===== src/rtl/imem_boot_loader_pkg.sv =====
// -----------------------------------------------------------------------------
// cpu_pkg
//   Shared definitions for the CPU instruction-memory boot path.
//   - XLEN            : CPU word width (bits).
//   - IMEM_DEPTH      : instruction memory depth in words; the instruction
//                       memory and the boot loader both size from this.
//   - IMEM_ADDR_W     : word-address width of the instruction memory.
//   - bl_state_e      : boot loader FSM states (also exported on the debug
//                       state port of imem_boot_loader).
//   - bl_outs_t       : the group of control outputs that are a pure
//                       function of the FSM state.
//   - state_outs()    : maps a state to its control outputs.
// -----------------------------------------------------------------------------
package cpu_pkg;

   localparam int XLEN        = 32;
   localparam int IMEM_DEPTH  = 64;
   localparam int IMEM_ADDR_W = $clog2(IMEM_DEPTH);

   // Explicit encodings keep the debug state port stable across edits.
   localparam logic [2:0] ST_IDLE_ENC  = 3'd0;
   localparam logic [2:0] ST_LOAD_ENC  = 3'd1;
   localparam logic [2:0] ST_WRITE_ENC = 3'd2;
   localparam logic [2:0] ST_DONE_ENC  = 3'd3;
   localparam logic [2:0] ST_RUN_ENC   = 3'd4;

   typedef enum logic [2:0] {
      ST_IDLE  = ST_IDLE_ENC,
      ST_LOAD  = ST_LOAD_ENC,
      ST_WRITE = ST_WRITE_ENC,
      ST_DONE  = ST_DONE_ENC,
      ST_RUN   = ST_RUN_ENC
   } bl_state_e;

   typedef struct packed {
      logic byte_ready;
      logic imem_we;
      logic load_done;
      logic pc_reset;
      logic cpu_stall;
   } bl_outs_t;

   // Control outputs seen while the FSM sits in state s. The top registers
   // state_outs(next_state) so every one of these leaves a flop.
   function automatic bl_outs_t state_outs(input bl_state_e s);
      bl_outs_t o;
      o.byte_ready = (s == ST_LOAD);
      o.imem_we    = (s == ST_WRITE);
      o.load_done  = (s == ST_DONE);
      o.pc_reset   = (s == ST_DONE);
      // The core only runs once a load has fully completed.
      o.cpu_stall  = (s != ST_RUN);
      return o;
   endfunction

endpackage


===== src/rtl/imem_boot_loader_byte_word_assembler.sv =====
// -----------------------------------------------------------------------------
// byte_word_assembler
//   Collects little-endian bytes into one XLEN-bit word. Byte k of a word
//   (k = 0..3) lands in bits [8k+7:8k]. The byte index wraps to 0 after the
//   fourth byte so the next word starts cleanly without an explicit clear.
//
// Ports
//   clk          in   system clock, rising edge
//   rst_n        in   synchronous active-low reset
//   accept_i     in   a byte is consumed this cycle
//   clear_i      in   restart assembly at byte 0 (new load)
//   byte_i       in   byte to place
//   word_full_o  out  this cycle's accepted byte completes the word
//   word_o       out  assembled word (valid once word_full_o has fired)
// -----------------------------------------------------------------------------
module byte_word_assembler
   import cpu_pkg::*;
(
   input  logic            clk,
   input  logic            rst_n,
   input  logic            accept_i,
   input  logic            clear_i,
   input  logic [7:0]      byte_i,
   output logic            word_full_o,
   output logic [XLEN-1:0] word_o
);

   logic [1:0]      idx_q;
   logic [1:0]      idx_d;
   logic [XLEN-1:0] word_q;
   logic [XLEN-1:0] word_d;

   always_comb begin
      idx_d  = idx_q;
      word_d = word_q;
      if (clear_i) begin
         idx_d  = '0;
         word_d = '0;
      end else if (accept_i) begin
         idx_d                     = idx_q + 2'd1;
         word_d[{idx_q, 3'b000} +: 8] = byte_i;
      end
   end

   always_ff @(posedge clk) begin
      if (!rst_n) begin
         idx_q  <= '0;
         word_q <= '0;
      end else begin
         idx_q  <= idx_d;
         word_q <= word_d;
      end
   end

   // Combinational so the FSM can leave LOAD on the same edge that
   // captures the last byte.
   assign word_full_o = accept_i && (idx_q == 2'd3);
   assign word_o      = word_q;

endmodule


===== src/rtl/imem_boot_loader.sv =====
// -----------------------------------------------------------------------------
// imem_boot_loader
//   Loads the CPU instruction memory from a host byte stream, then lets the
//   core run. Bytes are assembled little-endian into 32-bit words and each
//   word is written with a one-cycle write strobe. The CPU is held stalled
//   for the whole load; completion raises load_done and cpu_pc_reset for one
//   cycle, after which cpu_stall drops.
//
//   Byte handshake: a byte transfers on a rising edge where byte_valid and
//   byte_ready are both high. byte_ready depends only on loader state (never
//   on byte_valid); the host may raise or drop byte_valid at any time, and a
//   byte offered while byte_ready is low is simply not consumed.
//
// Ports
//   clk           in   system clock, rising edge
//   rst_n         in   synchronous active-low reset
//   load_start    in   one-cycle load request
//   word_count    in   words to load (1..DEPTH), sampled with load_start
//   byte_valid    in   host byte available
//   byte_data     in   host byte
//   byte_ready    out  loader accepts a byte this cycle
//   imem_we       out  instruction memory write strobe
//   imem_waddr    out  instruction memory word address (0 when not writing)
//   imem_wdata    out  instruction memory write data (0 when not writing)
//   cpu_stall     out  freeze CPU PC and register writes
//   cpu_pc_reset  out  one-cycle PC-to-zero pulse at load completion
//   load_done     out  one-cycle pulse at load completion
//   err           out  sticky error (bad count or byte timeout); cleared by
//                      the next accepted load_start
//   dbg_state_o   out  current FSM state, for observation only
// -----------------------------------------------------------------------------
module imem_boot_loader
   import cpu_pkg::*;
#(
   parameter int DEPTH   = IMEM_DEPTH,
   parameter int ADDR_W  = $clog2(DEPTH),
   parameter int TIMEOUT = 1024
) (
   input  logic              clk,
   input  logic              rst_n,
   input  logic              load_start,
   input  logic [ADDR_W:0]   word_count,
   input  logic              byte_valid,
   input  logic [7:0]        byte_data,
   output logic              byte_ready,
   output logic              imem_we,
   output logic [ADDR_W-1:0] imem_waddr,
   output logic [XLEN-1:0]   imem_wdata,
   output logic              cpu_stall,
   output logic              cpu_pc_reset,
   output logic              load_done,
   output logic              err,
   output bl_state_e         dbg_state_o
);

   localparam int                IDLE_W    = (TIMEOUT > 1) ? $clog2(TIMEOUT) : 1;
   localparam logic [IDLE_W-1:0] IDLE_LAST = IDLE_W'(TIMEOUT - 1);
   localparam logic [IDLE_W-1:0] IDLE_ONE  = IDLE_W'(1);
   localparam logic [ADDR_W:0]   DEPTH_CNT = (ADDR_W + 1)'(DEPTH);
   localparam logic [ADDR_W:0]   CNT_ONE   = (ADDR_W + 1)'(1);

   // FSM and datapath registers
   bl_state_e         state_q,  state_d;
   logic [ADDR_W:0]   cnt_q,    cnt_d;     // latched word_count
   logic [ADDR_W-1:0] widx_q,   widx_d;    // word index being assembled
   logic [IDLE_W-1:0] idle_q,   idle_d;    // consecutive byte-less LOAD cycles
   logic              err_q,    err_d;
   bl_outs_t          outs_q;

   // Assembler interface
   logic              accept;
   logic              asm_clear;
   logic              word_full;
   logic [XLEN-1:0]   asm_word;

   logic              count_ok;
   logic [ADDR_W:0]   widx_plus;

   assign accept    = byte_valid && outs_q.byte_ready;
   assign count_ok  = (word_count != '0) && (word_count <= DEPTH_CNT);
   // Widened by one bit so a full-depth load can be recognised as finished
   // without the stored index ever reaching DEPTH.
   assign widx_plus = {1'b0, widx_q} + CNT_ONE;

   byte_word_assembler u_asm (
      .clk         (clk),
      .rst_n       (rst_n),
      .accept_i    (accept),
      .clear_i     (asm_clear),
      .byte_i      (byte_data),
      .word_full_o (word_full),
      .word_o      (asm_word)
   );

   always_comb begin
      state_d   = state_q;
      cnt_d     = cnt_q;
      widx_d    = widx_q;
      idle_d    = idle_q;
      err_d     = err_q;
      asm_clear = 1'b0;

      case (state_q)
         // IDLE and RUN respond to load_start identically; they differ only
         // in cpu_stall, which comes from state_outs().
         ST_IDLE, ST_RUN: begin
            if (load_start) begin
               if (count_ok) begin
                  state_d   = ST_LOAD;
                  cnt_d     = word_count;
                  widx_d    = '0;
                  idle_d    = '0;
                  err_d     = 1'b0;
                  asm_clear = 1'b1;
               end else begin
                  err_d = 1'b1;
               end
            end
         end

         ST_LOAD: begin
            if (accept) begin
               idle_d = '0;
               if (word_full) begin
                  state_d = ST_WRITE;
               end
            end else if (idle_q == IDLE_LAST) begin
               // TIMEOUT consecutive cycles without a byte: abandon the load.
               idle_d  = '0;
               err_d   = 1'b1;
               state_d = ST_IDLE;
            end else begin
               idle_d = idle_q + IDLE_ONE;
            end
         end

         ST_WRITE: begin
            if (widx_plus == cnt_q) begin
               widx_d  = '0;
               state_d = ST_DONE;
            end else begin
               widx_d  = widx_plus[ADDR_W-1:0];
               state_d = ST_LOAD;
            end
         end

         ST_DONE: begin
            state_d = ST_RUN;
         end

         default: begin
            state_d = ST_IDLE;
         end
      endcase
   end

   always_ff @(posedge clk) begin
      if (!rst_n) begin
         state_q <= ST_IDLE;
         cnt_q   <= '0;
         widx_q  <= '0;
         idle_q  <= '0;
         err_q   <= 1'b0;
         outs_q  <= state_outs(ST_IDLE);
      end else begin
         state_q <= state_d;
         cnt_q   <= cnt_d;
         widx_q  <= widx_d;
         idle_q  <= idle_d;
         err_q   <= err_d;
         outs_q  <= state_outs(state_d);
      end
   end

   assign byte_ready   = outs_q.byte_ready;
   assign imem_we      = outs_q.imem_we;
   assign load_done    = outs_q.load_done;
   assign cpu_pc_reset = outs_q.pc_reset;
   assign cpu_stall    = outs_q.cpu_stall;
   assign err          = err_q;
   assign dbg_state_o  = state_q;

   // Address and data are forced to zero outside the write strobe so the
   // memory port never shows partially assembled words.
   assign imem_waddr = outs_q.imem_we ? widx_q   : '0;
   assign imem_wdata = outs_q.imem_we ? asm_word : '0;

endmodule


===== config.mk =====
export PLATFORM = sky130hd
export DESIGN_NAME = imem_boot_loader
export DESIGN_NICKNAME = d
export VERILOG_FILES = /design/src/rtl/imem_boot_loader_pkg.sv /design/src/rtl/imem_boot_loader_byte_word_assembler.sv /design/src/rtl/imem_boot_loader.sv
export SDC_FILE = /design/constraint.sdc
export NUM_CORES = 1
export LEC_CHECK = 0
export CORE_MARGIN = 8
export CORE_UTILIZATION = 53
export CTS_BUF_LIST = sky130_fd_sc_hd__clkbuf_8
export CTS_CLUSTER_DIAMETER = 80
export DETAILED_ROUTE_END_ITERATION = 10
export PLACE_DENSITY = 0.91
export SYNTH_ARGS = -nofsm -noshare
export SYNTH_HDL_FRONTEND = slang
export SYNTH_HIERARCHICAL = 1
export SYNTH_SLANG_ARGS = --single-unit

===== constraint.sdc =====
create_clock -name clk -period 3 [get_ports clk]
set_input_delay 0.6 -clock clk [delete_from_list [all_inputs] [get_ports clk]]
set_output_delay 0.6 -clock clk [all_outputs]
set_load 0.05 [all_outputs]

==> flow_metrics.tcl, run 1 <==
set metrics [dict create \
    grt_max_degree 28 \
    whs_endpoint "u_asm/word_o[14]" \
    first_global_vias 2934 \
    cp_num_buf_inv 2 \
    clock_latency_ns 0.34 \
    drv_cap 0 \
    routed_wl_mm 8.26 \
    synth_common_cells "dfxtp_1, a21oi_1, and2_1" \
    synth_top_area_share_pct 40.1 \
    r2r-end "imem_we" \
    power_density_nw_per_um2 443 \
    cts.sinks 65 \
    start_kind "register" \
    hold_path.class "register to register" \
    relSlewSlack_pct 43.1 \
    hold_start "u_asm/word_o[14]" \
    fmax_ghz 0.364 \
    synth.net_count 405 \
    clockPowerShare_pct 42.2 \
    rrSetupSlack_ns 0.50 \
    path_cells "buf_4 -> and2_1 -> clkdlybuf4s50_1" \
    worstPathArrival_ns 2.15 \
    crit_start "imem_we" \
    switchingPower_mw 0.446 \
    crit_path_top_delay_cell "clkdlybuf4s50_1" \
    total_power_mw 1.84 \
    io_buffer_count 65 \
    cts_setup_buffers 0 \
    p_comb_share_pct 9.6 \
    syn_to_final_growth_pct 28.2 \
    fin_nets 468 \
    required_ns 2.40 \
    p_leak_nw 1.47 \
    die_x_um 94.2 \
    path_class "register to primary output" \
    ir_worst_vdd_mv 0.387 \
    final_max_slew_viol_count 0 \
    ff2ff_path_depth 6 \
    yosys_register_bits 65 \
    p_int_mw 1.40 \
    synth_seq_area_share_pct 40.1 \
    synthArstFlopShare_pct 0 \
    vias 3086 \
    period_needed_ns 2.75 \
    globalplace.congestion 0.870 \
    status "finished, final reports clean" \
    synth_cells 379 \
    first_pass_iters 5 \
    die_y_um 94.2 \
    vias_per_cell 5.91 \
    fin_util_pct 70.2 \
    whs_ns 0.452 \
    syn_area_um2 3240 \
    grt-ovfl-total 0 \
    cts_tree "done" \
    yosysTopAreaCell "dfxtp_1" \
    avgSynthCellArea_um2 8.56 \
    worstSetupEndpointType "primary output" \
    worst_pin_slew_ns 0.852 \
    path_max_fanout 27 \
    hold_viol 0 \
    final_antenna_net_count 0 \
    cts_hold_buf 0 \
    timing.hold.worst_path_depth 2 \
    fin_skew_ns 0.00613 \
    drt_iter0_markers 216 \
    htree_levels 3 \
    ys_warn_count 6 \
    setup_violations 0 \
    synth_most_common_cell "dfxtp_1" \
    ys.flop_type "dfxtp_1" \
    antenna_found_initial 0 \
    synth_cell_types 51 \
    timing.rr.start "widx_q[0]" \
    swShare_pct 24.2 \
    grt_pass1_wl_mm 13.4 \
    cpLargestDelayFamily "buffers and inverters" \
    ys_top_cells_by_area "dfxtp_1, and2_1, a21oi_1" \
    core_area_um2 5920 \
    dp_hpwl_mm 5.99 \
    drc 0 \
    post_cts_resized 0 \
    num_rows 28 \
    slowest_delay_ns 0.81 \
    fp.dieArea_um2 8880 \
    rsz0062_at_grt "no" \
    clk_path_buf_depth 2 \
    start_util_pct 54.8 \
    drive_gt1_share_pct 8.05 \
    synth_edf_count 0 \
    tns_ns 0 \
    grt_use_total_pct 18.8 \
    io_pins 66 \
    p_seq_share_pct 48.2 \
    clk_pin_slew_ns 0.07 \
    cts-buffers-inserted 9 \
    clock-root-buffer "clkbuf_8" \
    post-route-period-util_pct 91.6 \
    wire_per_inst_um 15.8 \
    antenna_cells 0 \
]
==> registers in the layout (all words and copies together), names as in the netlist <==
signal	cells
imem_we	1
err	1
u_asm/idx_q	2
cnt_q	7
u_asm/word_o	32
dbg_state_o	3
byte_ready	1
cpu_pc_reset	1
idle_q	10
widx_q	6
cpu_stall	1
==> per-layer routing <==
| metal | wire length, µm | track usage (%) | share of wire (%) |
|---|---|---|---|
| met4 | 62 | 6.74 | 0.75 |
| met1 | 3310 | 20.4 | 40 |
| met3 | 759 | 6.39 | 9.2 |
| met2 | 4130 | 33.0 | 50 |
| met5 | 0 | 0 | 0 |
==> worst max path at each step <==
stage | endpoint | slack [ns] | cells past startpoint
after floorplan | u_asm/idx_q[0] | 0.30 | 8
after global placement | u_asm/word_o[21] | 0.09 | 7
after detailed placement | u_asm/word_o[21] | -0.002 | 7
after CTS | imem_wdata[14] | 0.21 | 3
after global routing | imem_wdata[27] | 0.13 | 3
final | imem_wdata[14] | 0.25 | 3
==> final cells by class <==
cell class / instances / area, µm²
Tap cell: 75 / 93.8
Multi-Input combinational cell: 283 / 1790
Fill cell: 474 / 1760
Clock buffer: 12 / 165
Sequential cell: 65 / 1300
Inverter: 8 / 30.0
Timing Repair Buffer: 75 / 726
Clock inverter: 4 / 50.0
==> worst reg2reg max path: cells and delay by family, from the launching register on <==
kind	cells	cell delay [ns]
AOI/OAI and AO/OA	3	0.91
adders and majority gates	1	0.25
and+or+nand+nor	2	0.77
DFF	1	0.47
==> power groups by stage <==
stage / Sequential, mW / Clock [mW] / Combinational [mW]
6_report: 0.887 / 0.777 / 0.177
2_1_floorplan: 0.915 / 0 / 0.0936
5_1_grt: 0.888 / 0.833 / 0.192
3_3_place_gp: 0.905 / 0 / 0.168
4_1_cts: 0.887 / 0.787 / 0.175
3_5_place_dp: 0.906 / 0 / 0.174
==> cells by family (layout without fill, tap and decap cells) <==
kind of cell,Yosys count,count (layout),share of synthesized area (%)
and+or+nand+nor,178,178,31.1
muxes,6,6,1.85
xor gates and xnor gates,11,11,2.97
buffers and inverters,31,99,4.67
DFF,65,65,40.1
AOI/OAI and AO/OA,81,81,16.6
adders and majority gates,7,7,2.70
==> layout by cell type (no fill, tap or decap), types with 3 or more instances in the layout <==
cell             instances
nand2b_1                 6
nor3_1                   4
mux2i_1                  6
ha_1                     7
and2_1                  42
buf_4                   10
nand2_1                 40
o21ai_0                 11
nor2b_1                  3
clkdlybuf4s50_1         65
nand4_1                 29
or3_1                    7
a21oi_1                 42
and3_1                   3
a32o_1                   8
xor2_1                   5
nor2_1                  16
clkbuf_8                12
xnor2_1                  6
nor3b_1                  5
inv_1                    8
dfxtp_1                 65
nand3_1                  9
==> through the flow <==
| stage | instance area, µm² | instances | setup WS (ns) |
|---|---|---|---|
| 5_1_grt | 4160 | 522 | 0.130 |
| 3_3_place_gp | 3940 | 506 | 0.0928 |
| 3_5_place_dp | 3940 | 506 | -0.00190 |
| 2_1_floorplan | 3240 | 379 | 0.299 |
| 6_report | 4160 | 522 | 0.251 |
| 4_1_cts | 4160 | 522 | 0.210 |
(Power assumes the default switching activity.)
==> run 2, diff against run 1 <==
--- a/config.mk
+++ b/config.mk
@@ -6,11 +6,10 @@
 export NUM_CORES = 1
 export LEC_CHECK = 0
 export CORE_MARGIN = 8
-export CORE_UTILIZATION = 53
-export CTS_BUF_LIST = sky130_fd_sc_hd__clkbuf_8
+export CORE_UTILIZATION = 51
 export CTS_CLUSTER_DIAMETER = 80
 export DETAILED_ROUTE_END_ITERATION = 10
-export PLACE_DENSITY = 0.91
+export PLACE_DENSITY = 0.88
 export SYNTH_ARGS = -nofsm -noshare
 export SYNTH_HDL_FRONTEND = slang
 export SYNTH_HIERARCHICAL = 1
==> run 2 against run 1 <==
Net effect: worst hold slack lost 0.0026 ns; clock skew is 0.0015 ns higher; combinational power is essentially flat; cell count is 0.38% higher; first-iteration DRC count is 31% lower; die area is 3.3% higher; register-to-register slack gained 0.06 ns; count of clock-buffer cells in the layout is 2 lower; non-clock buffer count stayed put; global-route usage decreased by 0.98 points; utilization shrank 3.9 points; fmax fell by 0.50%; largest cell class unchanged.
==> flow_metrics.tcl, run 2 (same netlist as run 1, synthesis figures left out) <==
set metrics [dict create \
    syn_to_final_growth_pct 27.6 \
    first_pass_iters 5 \
    crit_path_top_delay_cell "clkdlybuf4s50_1" \
    post-route-period-util_pct 92.1 \
    relSlewSlack_pct 46.1 \
    dpl_cell_area_um2 3940 \
    slowest_delay_ns 0.81 \
    drc 0 \
    required_ns 2.40 \
    cts_hold_buf 0 \
    cpLargestDelayFamily "buffers and inverters" \
    vias_per_cell 5.74 \
    design_area_um2 4140 \
    status "finished, final reports clean" \
    first_global_vias 2777 \
    setup_violations 0 \
    drt_iter0_markers 149 \
    post_cts_resized 0 \
    worstSetupEndpointType "primary output" \
    vias 3008 \
    path_cells "buf_4 -> and2_1 -> clkdlybuf4s50_1" \
    antenna_cells 0 \
    io_buffer_count 65 \
    worstPathArrival_ns 2.16 \
    grt-ovfl-total 0 \
    routed_wl_mm 8.26 \
    fin_skew_ns 0.00763 \
    grt_pass1_wl_mm 12.9 \
    cts-buffers-inserted 9 \
    dp_hpwl_mm 6.07 \
    grt_max_degree 28 \
    clock-root-buffer "clkbuf_8" \
    clk_path_buf_depth 2 \
    start_kind "register" \
    htree_levels 3 \
    antenna_found_initial 0 \
    cp_num_buf_inv 2 \
    mostFrequentLayoutCells "dfxtp_1, clkdlybuf4s50_1, and2_1, a21oi_1, nand2_1" \
    power_density_nw_per_um2 435 \
    grt_use_total_pct 17.8 \
    path_class "register to primary output" \
    ir_worst_vdd_mv 0.296 \
    die_x_um 95.7 \
    cts.sinks 65 \
    cts_tree "done" \
    rsz0062_at_grt "no" \
    hold_viol 0 \
    globalplace.congestion 0.790 \
    fmax_ghz 0.362 \
    tns_ns 0 \
    io_pins 66 \
    cts_setup_buffers 0 \
    fin_nets 468 \
    drv_cap 0 \
    period_needed_ns 2.76 \
    die_y_um 95.7 \
    clk_pin_slew_ns 0.07 \
    core_area_um2 6240 \
    fp.dieArea_um2 9170 \
    drive_gt1_share_pct 8.05 \
    largest_reg_flops 32 \
    p_leak_nw 1.46 \
    worst_pin_slew_ns 0.807 \
    start_util_pct 52.0 \
    final_max_slew_viol_count 0 \
    path_max_fanout 27 \
    num_rows 29 \
    final_antenna_net_count 0 \
    clock_latency_ns 0.35 \
    hold_path.class "register to register" \
    wire_per_inst_um 15.8 \
]
run 2: cell types whose count changed in the layout (fill, tap and decap cells not counted), sizes merged:
cell      previous run  this run
clkinv               1         4
clkbuf              12        10
clkinvlp             2         1
run 2: layout make-up:
| class | instances | area, µm² |
|---|---|---|
| clock buffers | 10 | 138 |
| clock inverters | 6 | 57.6 |
| fillers | 518 | 2100 |
| inverters | 8 | 30.0 |
| multi-input cells | 283 | 1790 |
| flip-flops and latches | 65 | 1300 |
| well taps | 77 | 96.3 |
| repair buffers | 75 | 726 |
run 2: per-stage QoR:
step	hold slack [ns]	worst slack (ns)	total power, mW	utilization, %	std cells
global route	0.470	0.108	1.86	66.3	524
detailed placement	0.440	0.0145	1.08	63.2	508
CTS	0.450	0.223	1.81	66.3	524
global placement	0.438	0.0799	1.07	63.2	508
floorplan	0.427	0.299	1.01	-	379
finish	0.449	0.238	1.80	66.3	524
run 2: worst register-to-register path: stages, from the launching register on:
cell	delay (ns)
dfxtp_1	0.46
ha_1	0.24
nand2b_1	0.08
o211a_1	0.20
o32a_1	0.31
or4_1	0.67
a2111oi_4	0.38
run 2: per-layer routing:
metal  GRT usage, %  share of wire, %  vias up
li1               -                 -     1490
met1           21.0                43     1392
met2           29.6                47      110
met3           3.51               7.4       16
met4           10.4               1.9        0
met5              0                 0        -
run 2: where the power goes:
part / switching (mW) / internal, mW / leakage (nW)
logic: 0.107 / 0.0697 / 0.836
registers: 0.0111 / 0.875 / 0.525
clock network: 0.338 / 0.400 / 0.102
total: 0.455 / 1.35 / 1.46
run 2: path summary, 6_finish.rpt:
path                        start         endpoint  slack, ns  cells past startpoint
hold / removal    u_asm/word_o[9]  u_asm/word_o[9]       0.45                      2
setup / recovery          imem_we    imem_wdata[4]       0.24                      3
setup reg to reg        widx_q[0]          imem_we       0.56                      6
hold reg to reg   u_asm/word_o[9]  u_asm/word_o[9]       0.45                      2
